[src/rtl/rv32im_muldiv.sv]
`default_nettype none
// ============================================================================
// Module   : rv32im_muldiv
// Purpose  : Iterative RV32M multiply/divide unit, one radix-2 step per cycle.
// Revision : 1.0 - initial release
// ============================================================================
module rv32im_muldiv #(
    parameter int DATA_WIDTH = 32
) (
    input  logic                  clk_i,
    input  logic                  rst_i,
    input  logic                  flush_i,
    input  logic                  valid_i,
    output logic                  ready_o,
    input  logic [2:0]            op_i,
    input  logic [DATA_WIDTH-1:0] operand_a_i,
    input  logic [DATA_WIDTH-1:0] operand_b_i,
    output logic                  result_valid_o,
    input  logic                  result_ready_i,
    output logic [DATA_WIDTH-1:0] result_o,
    output logic                  busy_o
);

    localparam int                    c_CNT_W    = $clog2(DATA_WIDTH);
    localparam logic [c_CNT_W-1:0]    c_CNT_LAST = c_CNT_W'(DATA_WIDTH - 1);
    localparam logic [c_CNT_W-1:0]    c_CNT_ONE  = c_CNT_W'(1);
    localparam logic [DATA_WIDTH-1:0] c_MIN      = {1'b1, {(DATA_WIDTH-1){1'b0}}};

    localparam logic [1:0] c_IDLE = 2'd0;
    localparam logic [1:0] c_BUSY = 2'd1;
    localparam logic [1:0] c_DONE = 2'd2;

    logic [1:0]              r_state;
    logic [1:0]              w_state_next;
    logic [2:0]              r_op;
    logic [c_CNT_W-1:0]      r_cnt;
    logic [DATA_WIDTH-1:0]   r_hi;
    logic [DATA_WIDTH-1:0]   r_lo;
    logic [DATA_WIDTH-1:0]   r_b;
    logic                    r_neg_q;
    logic                    r_neg_r;
    logic [DATA_WIDTH-1:0]   r_result;

    // Request decode: operand signedness, magnitudes and fast-path detection
    logic                    w_accept;
    logic                    w_a_signed;
    logic                    w_b_signed;
    logic                    w_a_neg;
    logic                    w_b_neg;
    logic [DATA_WIDTH-1:0]   w_a_mag;
    logic [DATA_WIDTH-1:0]   w_b_mag;
    logic                    w_div_zero;
    logic                    w_overflow;
    logic                    w_fast;
    logic [DATA_WIDTH-1:0]   w_fast_result;
    logic                    w_last;

    assign w_accept   = valid_i && ready_o && !flush_i;
    assign w_a_signed = op_i[2] ? !op_i[0] : (op_i[1:0] == 2'b01 || op_i[1:0] == 2'b10);
    assign w_b_signed = op_i[2] ? !op_i[0] : (op_i[1:0] == 2'b01);
    assign w_a_neg    = w_a_signed && operand_a_i[DATA_WIDTH-1];
    assign w_b_neg    = w_b_signed && operand_b_i[DATA_WIDTH-1];
    assign w_a_mag    = w_a_neg ? -operand_a_i : operand_a_i;
    assign w_b_mag    = w_b_neg ? -operand_b_i : operand_b_i;
    assign w_div_zero = op_i[2] && (operand_b_i == '0);
    assign w_overflow = op_i[2] && !op_i[0] && (operand_a_i == c_MIN) && (operand_b_i == '1);
    assign w_fast     = w_div_zero || w_overflow;
    assign w_last     = (r_cnt == c_CNT_LAST);

    always_comb begin
        w_fast_result = '0;
        if (w_div_zero) begin
            w_fast_result = op_i[1] ? operand_a_i : '1;
        end else if (w_overflow) begin
            w_fast_result = op_i[1] ? '0 : operand_a_i;
        end
    end

    // Multiply: {hi,lo} shifts right, lo starts as the multiplier magnitude
    logic [DATA_WIDTH:0]     w_mul_sum;
    logic [DATA_WIDTH-1:0]   w_mul_hi;
    logic [DATA_WIDTH-1:0]   w_mul_lo;
    // Divide: hi is the partial remainder, lo shifts dividend out / quotient in
    logic [DATA_WIDTH:0]     w_shift;
    logic [DATA_WIDTH:0]     w_diff;
    logic                    w_ge;
    logic [DATA_WIDTH-1:0]   w_div_hi;
    logic [DATA_WIDTH-1:0]   w_div_lo;
    logic [DATA_WIDTH-1:0]   w_it_hi;
    logic [DATA_WIDTH-1:0]   w_it_lo;

    assign w_mul_sum = {1'b0, r_hi} + (r_lo[0] ? {1'b0, r_b} : '0);
    assign w_mul_hi  = w_mul_sum[DATA_WIDTH:1];
    assign w_mul_lo  = {w_mul_sum[0], r_lo[DATA_WIDTH-1:1]};
    assign w_shift   = {r_hi, r_lo[DATA_WIDTH-1]};
    assign w_diff    = w_shift - {1'b0, r_b};
    assign w_ge      = !w_diff[DATA_WIDTH];
    assign w_div_hi  = w_ge ? w_diff[DATA_WIDTH-1:0] : w_shift[DATA_WIDTH-1:0];
    assign w_div_lo  = {r_lo[DATA_WIDTH-2:0], w_ge};
    assign w_it_hi   = r_op[2] ? w_div_hi : w_mul_hi;
    assign w_it_lo   = r_op[2] ? w_div_lo : w_mul_lo;

    // Sign fix-up applied to the outcome of the final iteration
    logic [2*DATA_WIDTH-1:0] w_prod;
    logic [2*DATA_WIDTH-1:0] w_prod_s;
    logic [DATA_WIDTH-1:0]   w_quo;
    logic [DATA_WIDTH-1:0]   w_rem;
    logic [DATA_WIDTH-1:0]   w_final;

    assign w_prod   = {w_it_hi, w_it_lo};
    assign w_prod_s = r_neg_q ? -w_prod : w_prod;
    assign w_quo    = r_neg_q ? -w_it_lo : w_it_lo;
    assign w_rem    = r_neg_r ? -w_it_hi : w_it_hi;

    always_comb begin
        w_final = '0;
        case (r_op)
            3'b000:                 w_final = w_prod_s[DATA_WIDTH-1:0];
            3'b001, 3'b010, 3'b011: w_final = w_prod_s[2*DATA_WIDTH-1:DATA_WIDTH];
            3'b100, 3'b101:         w_final = w_quo;
            default:                w_final = w_rem;
        endcase
    end

    always_ff @(posedge clk_i) begin
        if (rst_i) begin
            r_state <= c_IDLE;
        end else begin
            r_state <= w_state_next;
        end
    end

    always_comb begin
        w_state_next = r_state;
        if (flush_i) begin
            w_state_next = c_IDLE;
        end else begin
            case (r_state)
                c_IDLE:  if (w_accept) w_state_next = w_fast ? c_DONE : c_BUSY;
                c_BUSY:  if (w_last) w_state_next = c_DONE;
                c_DONE:  if (result_ready_i) w_state_next = c_IDLE;
                default: w_state_next = c_IDLE;
            endcase
        end
    end

    always_comb begin
        ready_o        = (r_state == c_IDLE);
        busy_o         = (r_state != c_IDLE);
        result_valid_o = (r_state == c_DONE);
        result_o       = result_valid_o ? r_result : '0;
    end

    always_ff @(posedge clk_i) begin
        if (rst_i) begin
            r_op     <= '0;
            r_cnt    <= '0;
            r_hi     <= '0;
            r_lo     <= '0;
            r_b      <= '0;
            r_neg_q  <= 1'b0;
            r_neg_r  <= 1'b0;
            r_result <= '0;
        end else if (!flush_i) begin
            if (r_state == c_IDLE && w_accept) begin
                r_op     <= op_i;
                r_cnt    <= '0;
                r_hi     <= '0;
                r_lo     <= w_a_mag;
                r_b      <= w_b_mag;
                r_neg_q  <= w_a_neg ^ w_b_neg;
                r_neg_r  <= w_a_neg;
                r_result <= w_fast_result;
            end else if (r_state == c_BUSY) begin
                r_hi  <= w_it_hi;
                r_lo  <= w_it_lo;
                r_cnt <= r_cnt + c_CNT_ONE;
                if (w_last) begin
                    r_result <= w_final;
                end
            end
        end
    end

endmodule
`default_nettype wire

[config.mk]
export PLATFORM = sky130hd
export DESIGN_NAME = rv32im_muldiv
export DESIGN_NICKNAME = d
export VERILOG_FILES = /design/src/rtl/rv32im_muldiv.sv
export SDC_FILE = /design/constraint.sdc
export NUM_CORES = 1
export LEC_CHECK = 0
export BUFFER_PORTS_ARGS = -buffer_cell sky130_fd_sc_hd__buf_2
export CORE_MARGIN = 4
export CORE_UTILIZATION = 35
export CTS_CLUSTER_DIAMETER = 120
export DETAILED_ROUTE_END_ITERATION = 7
export PLACE_DENSITY = 0.49
export SKIP_LAST_GASP = 1
export SYNTH_ARGS = -nofsm -noshare
export SYNTH_HDL_FRONTEND = slang
export SYNTH_SLANG_ARGS = --single-unit
[constraint.sdc]
create_clock -name clk_i -period 8.25 [get_ports clk_i]
set_input_delay 0.4125 -clock clk_i [delete_from_list [all_inputs] [get_ports clk_i]]
set_output_delay 0.4125 -clock clk_i [all_outputs]
set_load 0.01 [all_outputs]
==> impl_metrics.tcl <==
set metrics [dict create \
    yosysMostFrequentCell "nor2_1" \
    multi_input_area_um2 12200 \
    dpl.hpwl_um 53500 \
    antenna_found_initial 1 \
    register_area_um2 2810 \
    diodes 0 \
    syn-num-nets 2403 \
    crit_path_end_kind "flop" \
    relSlewSlack_pct 19.8 \
    grt_usage_pct 27.7 \
    numCtsBuffers 17 \
    synth_area_leaders "dfxtp_1 18%, nor2_1 6.5%, ha_1 5.7%, a21oi_1 5.6%, xnor2_1 5.3%" \
    grt_max_degree 84 \
    cts_resized 0 \
    place_ws_ns 1.97 \
    drt-initial-drc-count 1928 \
    grt-ovfl-total 0 \
    netlist.area_leader.share_pct 17.7 \
    drc_errors 0 \
    crit_arrival_ns 6.79 \
    period_minus_slack_ns 6.42 \
    tightest_slew_ns 1.19 \
    synthTopCellsByCount "273 x nor2_1, 181 x nand2_1, 177 x a21oi_1, 152 x o21ai_0, 140 x dfxtp_1" \
    fin_nets 2415 \
    vias 17700 \
    drv_cap 0 \
    ys_seq_area_share_pct 17.7 \
    yosysTopAreaCell "dfxtp_1" \
    grt_pass1_wl_um 103000 \
    gp_congestion 0.914 \
    die_y_um 221 \
    fin_cells 2874 \
    startpoint_type "flop" \
    cts_tree "built" \
    io_buffers 106 \
    crit_required_ns 8.63 \
    synth_ff_type "dfxtp_1" \
    p_leak_nw 6.56 \
    clock_latency_ns 0.47 \
    rsz0062_at_grt "no" \
    cts_root_buf "clkbuf_16" \
    dr.pass1.iters 7 \
    hold_class "in2reg" \
    cts_hold_buf 0 \
    hold_viol_final 0 \
    io_pins 107 \
    vias_per_cell 6.15 \
    synth.cell_area_um2 15800 \
    cts_sinks 140 \
    fin_ws_ns 1.83 \
    cts_max_level 4 \
    wl_per_cell_um 23.9 \
    path_clk_slew_ns 0.07 \
    synth.avg_cell_area_um2 7.02 \
    area_growth_syn_to_layout_pct 9.76 \
    worstSetupPathType "reg2reg" \
    yosysWarnings 0 \
    power_density_nw_per_um2 132 \
    final_core_utilization_pct 39.1 \
    initial_utilization_pct 35.6 \
    synth_seq_cells 140 \
    synth_cells 2257 \
    path_max_fanout 20 \
    fp.dieArea_um2 48700 \
    slew_violations 0 \
    status "complete, no violations" \
    cts_buffer_depth 2 \
    die_w_um 221 \
    fp-row-count 77 \
    grt_pass1_vias 16200 \
    nFillCells 4777 \
    fin_crit_sh_pct 77.8 \
    fmax_ghz 0.156 \
    wl_um 68700 \
    setup-tns-final_ns 0 \
    postCtsSetupRepairBufs 0 \
    finalSetupViolations 0 \
    synth_edf_count 0 \
    core_um2 44500 \
    ir_worst_vdd_uv 161 \
    yosysUniqueCellTypes 94 \
    drive_above_1_share_pct 10.2 \
    fin_skew_ns 0.0130 \
    placed_cells 2842 \
    synthArstFlopShare_pct 0 \
    ant_nets 0 \
]
[critical path, stage by stage, from the launching register on]
cell and delay (ns):
dfxtp_1 0.45, inv_1 0.08, ha_1 0.21, inv_1 0.07, fa_1 0.25, a211oi_2 0.11
nor3_2 0.49, o31a_1 0.35, o211ai_4 0.15, a21oi_1 0.19, buf_4 0.26, nor3_1 0.18
a21oi_1 0.29, ha_1 0.27, o2111ai_1 0.19, or4_1 0.52, or2_2 0.35, or3_1 0.54
nor3_1 0.36, nand4_1 0.16, a21oi_1 0.19, o21ai_0 0.10, a221o_1 0.34, a311oi_2 0.23
[cell usage in the layout (no fill, tap or decap), drive strengths merged, types with 12 or more instances in the layout]
master    n
nor2    273
nand2   181
a21oi   180
o21ai   163
dfxtp   140
buf     139
a211oi   97
xnor2    95
and2     81
nor3     79
xor2     77
inv      73
ha       72
mux2i    41
nand4    40
or3      40
a22oi    36
a21o     34
o211ai   31
nand3    31
o31ai    31
a31oi    27
nor4     27
a311oi   24
o21a     20
clkbuf   19
nand2b   15
nor2b    15
and3     14
o41ai    14
a221oi   13
or2      12
[flip-flops by register name, summed over array words and instances, names as in the netlist]
name and count:
r_op 3, r_lo 32, r_b 32, r_hi 32
r_neg_q 1, r_result 32, r_neg_r 1, r_cnt 5
r_state 2
[through the flow]
step | total power, mW | hold slack [ns] | area [um^2]
global route | 2.40 | 0.227 | 17400
finish | 2.30 | 0.233 | 17400
CTS | 2.31 | 0.210 | 17400
global placement | 1.49 | 0.460 | 16800
detailed placement | 1.49 | 0.466 | 16800
floorplan | 1.24 | 0.440 | 15800
[report_power, final]
| part | total (mW) | leakage, nW | internal (mW) | switching [mW] |
|---|---|---|---|---|
| sequential | 0.756 | 1.14 | 0.711 | 0.0448 |
| clock | 0.809 | 0.280 | 0.454 | 0.354 |
| combinational | 0.740 | 5.14 | 0.248 | 0.492 |
| total | 2.30 | 6.56 | 1.41 | 0.891 |
[final cells by class]
type,count,area share (%)
multi-input combinational,1901,70.3
sequential,140,16.1
timing repair buffer,139,4.49
tap,592,4.26
clock buffer,19,2.55
inverter,70,1.51
clock inverter,13,0.791
[metal layers]
layer | wire, um | vias to the layer above | global-route usage (%)
met4 | 2380 | 0 | 9.82
li1 | - | 8395 | -
met1 | 31800 | 8524 | 40.1
met3 | 4170 | 105 | 3.05
met5 | 0 | - | 0
met2 | 30400 | 639 | 42.5
[path summary, 6_finish.rpt]
kind | end | cells past startpoint | from | slack, ns
worst min register to register | r_b[0]$_SDFFE_PP0P_ | 2 | r_b[0]$_SDFFE_PP0P_ | 0.47
worst min-delay path | r_op[1]$_SDFFE_PP0P_ | 3 | op_i[1] | 0.23
worst max register to register | r_result[22]$_SDFFE_PP0P_ | 23 | r_lo[31]$_SDFFE_PP0P_ | 1.83
worst max-delay path | r_result[22]$_SDFFE_PP0P_ | 23 | r_lo[31]$_SDFFE_PP0P_ | 1.83
[logic make-up (layout without fill, tap and decap cells)]
family                     count (synthesis)  after routing  synth area share (%)
adders and majority gates                 74             74                  5.94
DFF                                      140            140                  17.7
muxes                                     46             46                  2.95
xor gates and xnor gates                 172            172                  9.51
AOI/OAI and AO/OA                        764            764                  32.5
and+or+nand+nor                          845            845                  26.1
buffers and inverters                    216            241                  5.37
Power figures use the tool's default switching activity.
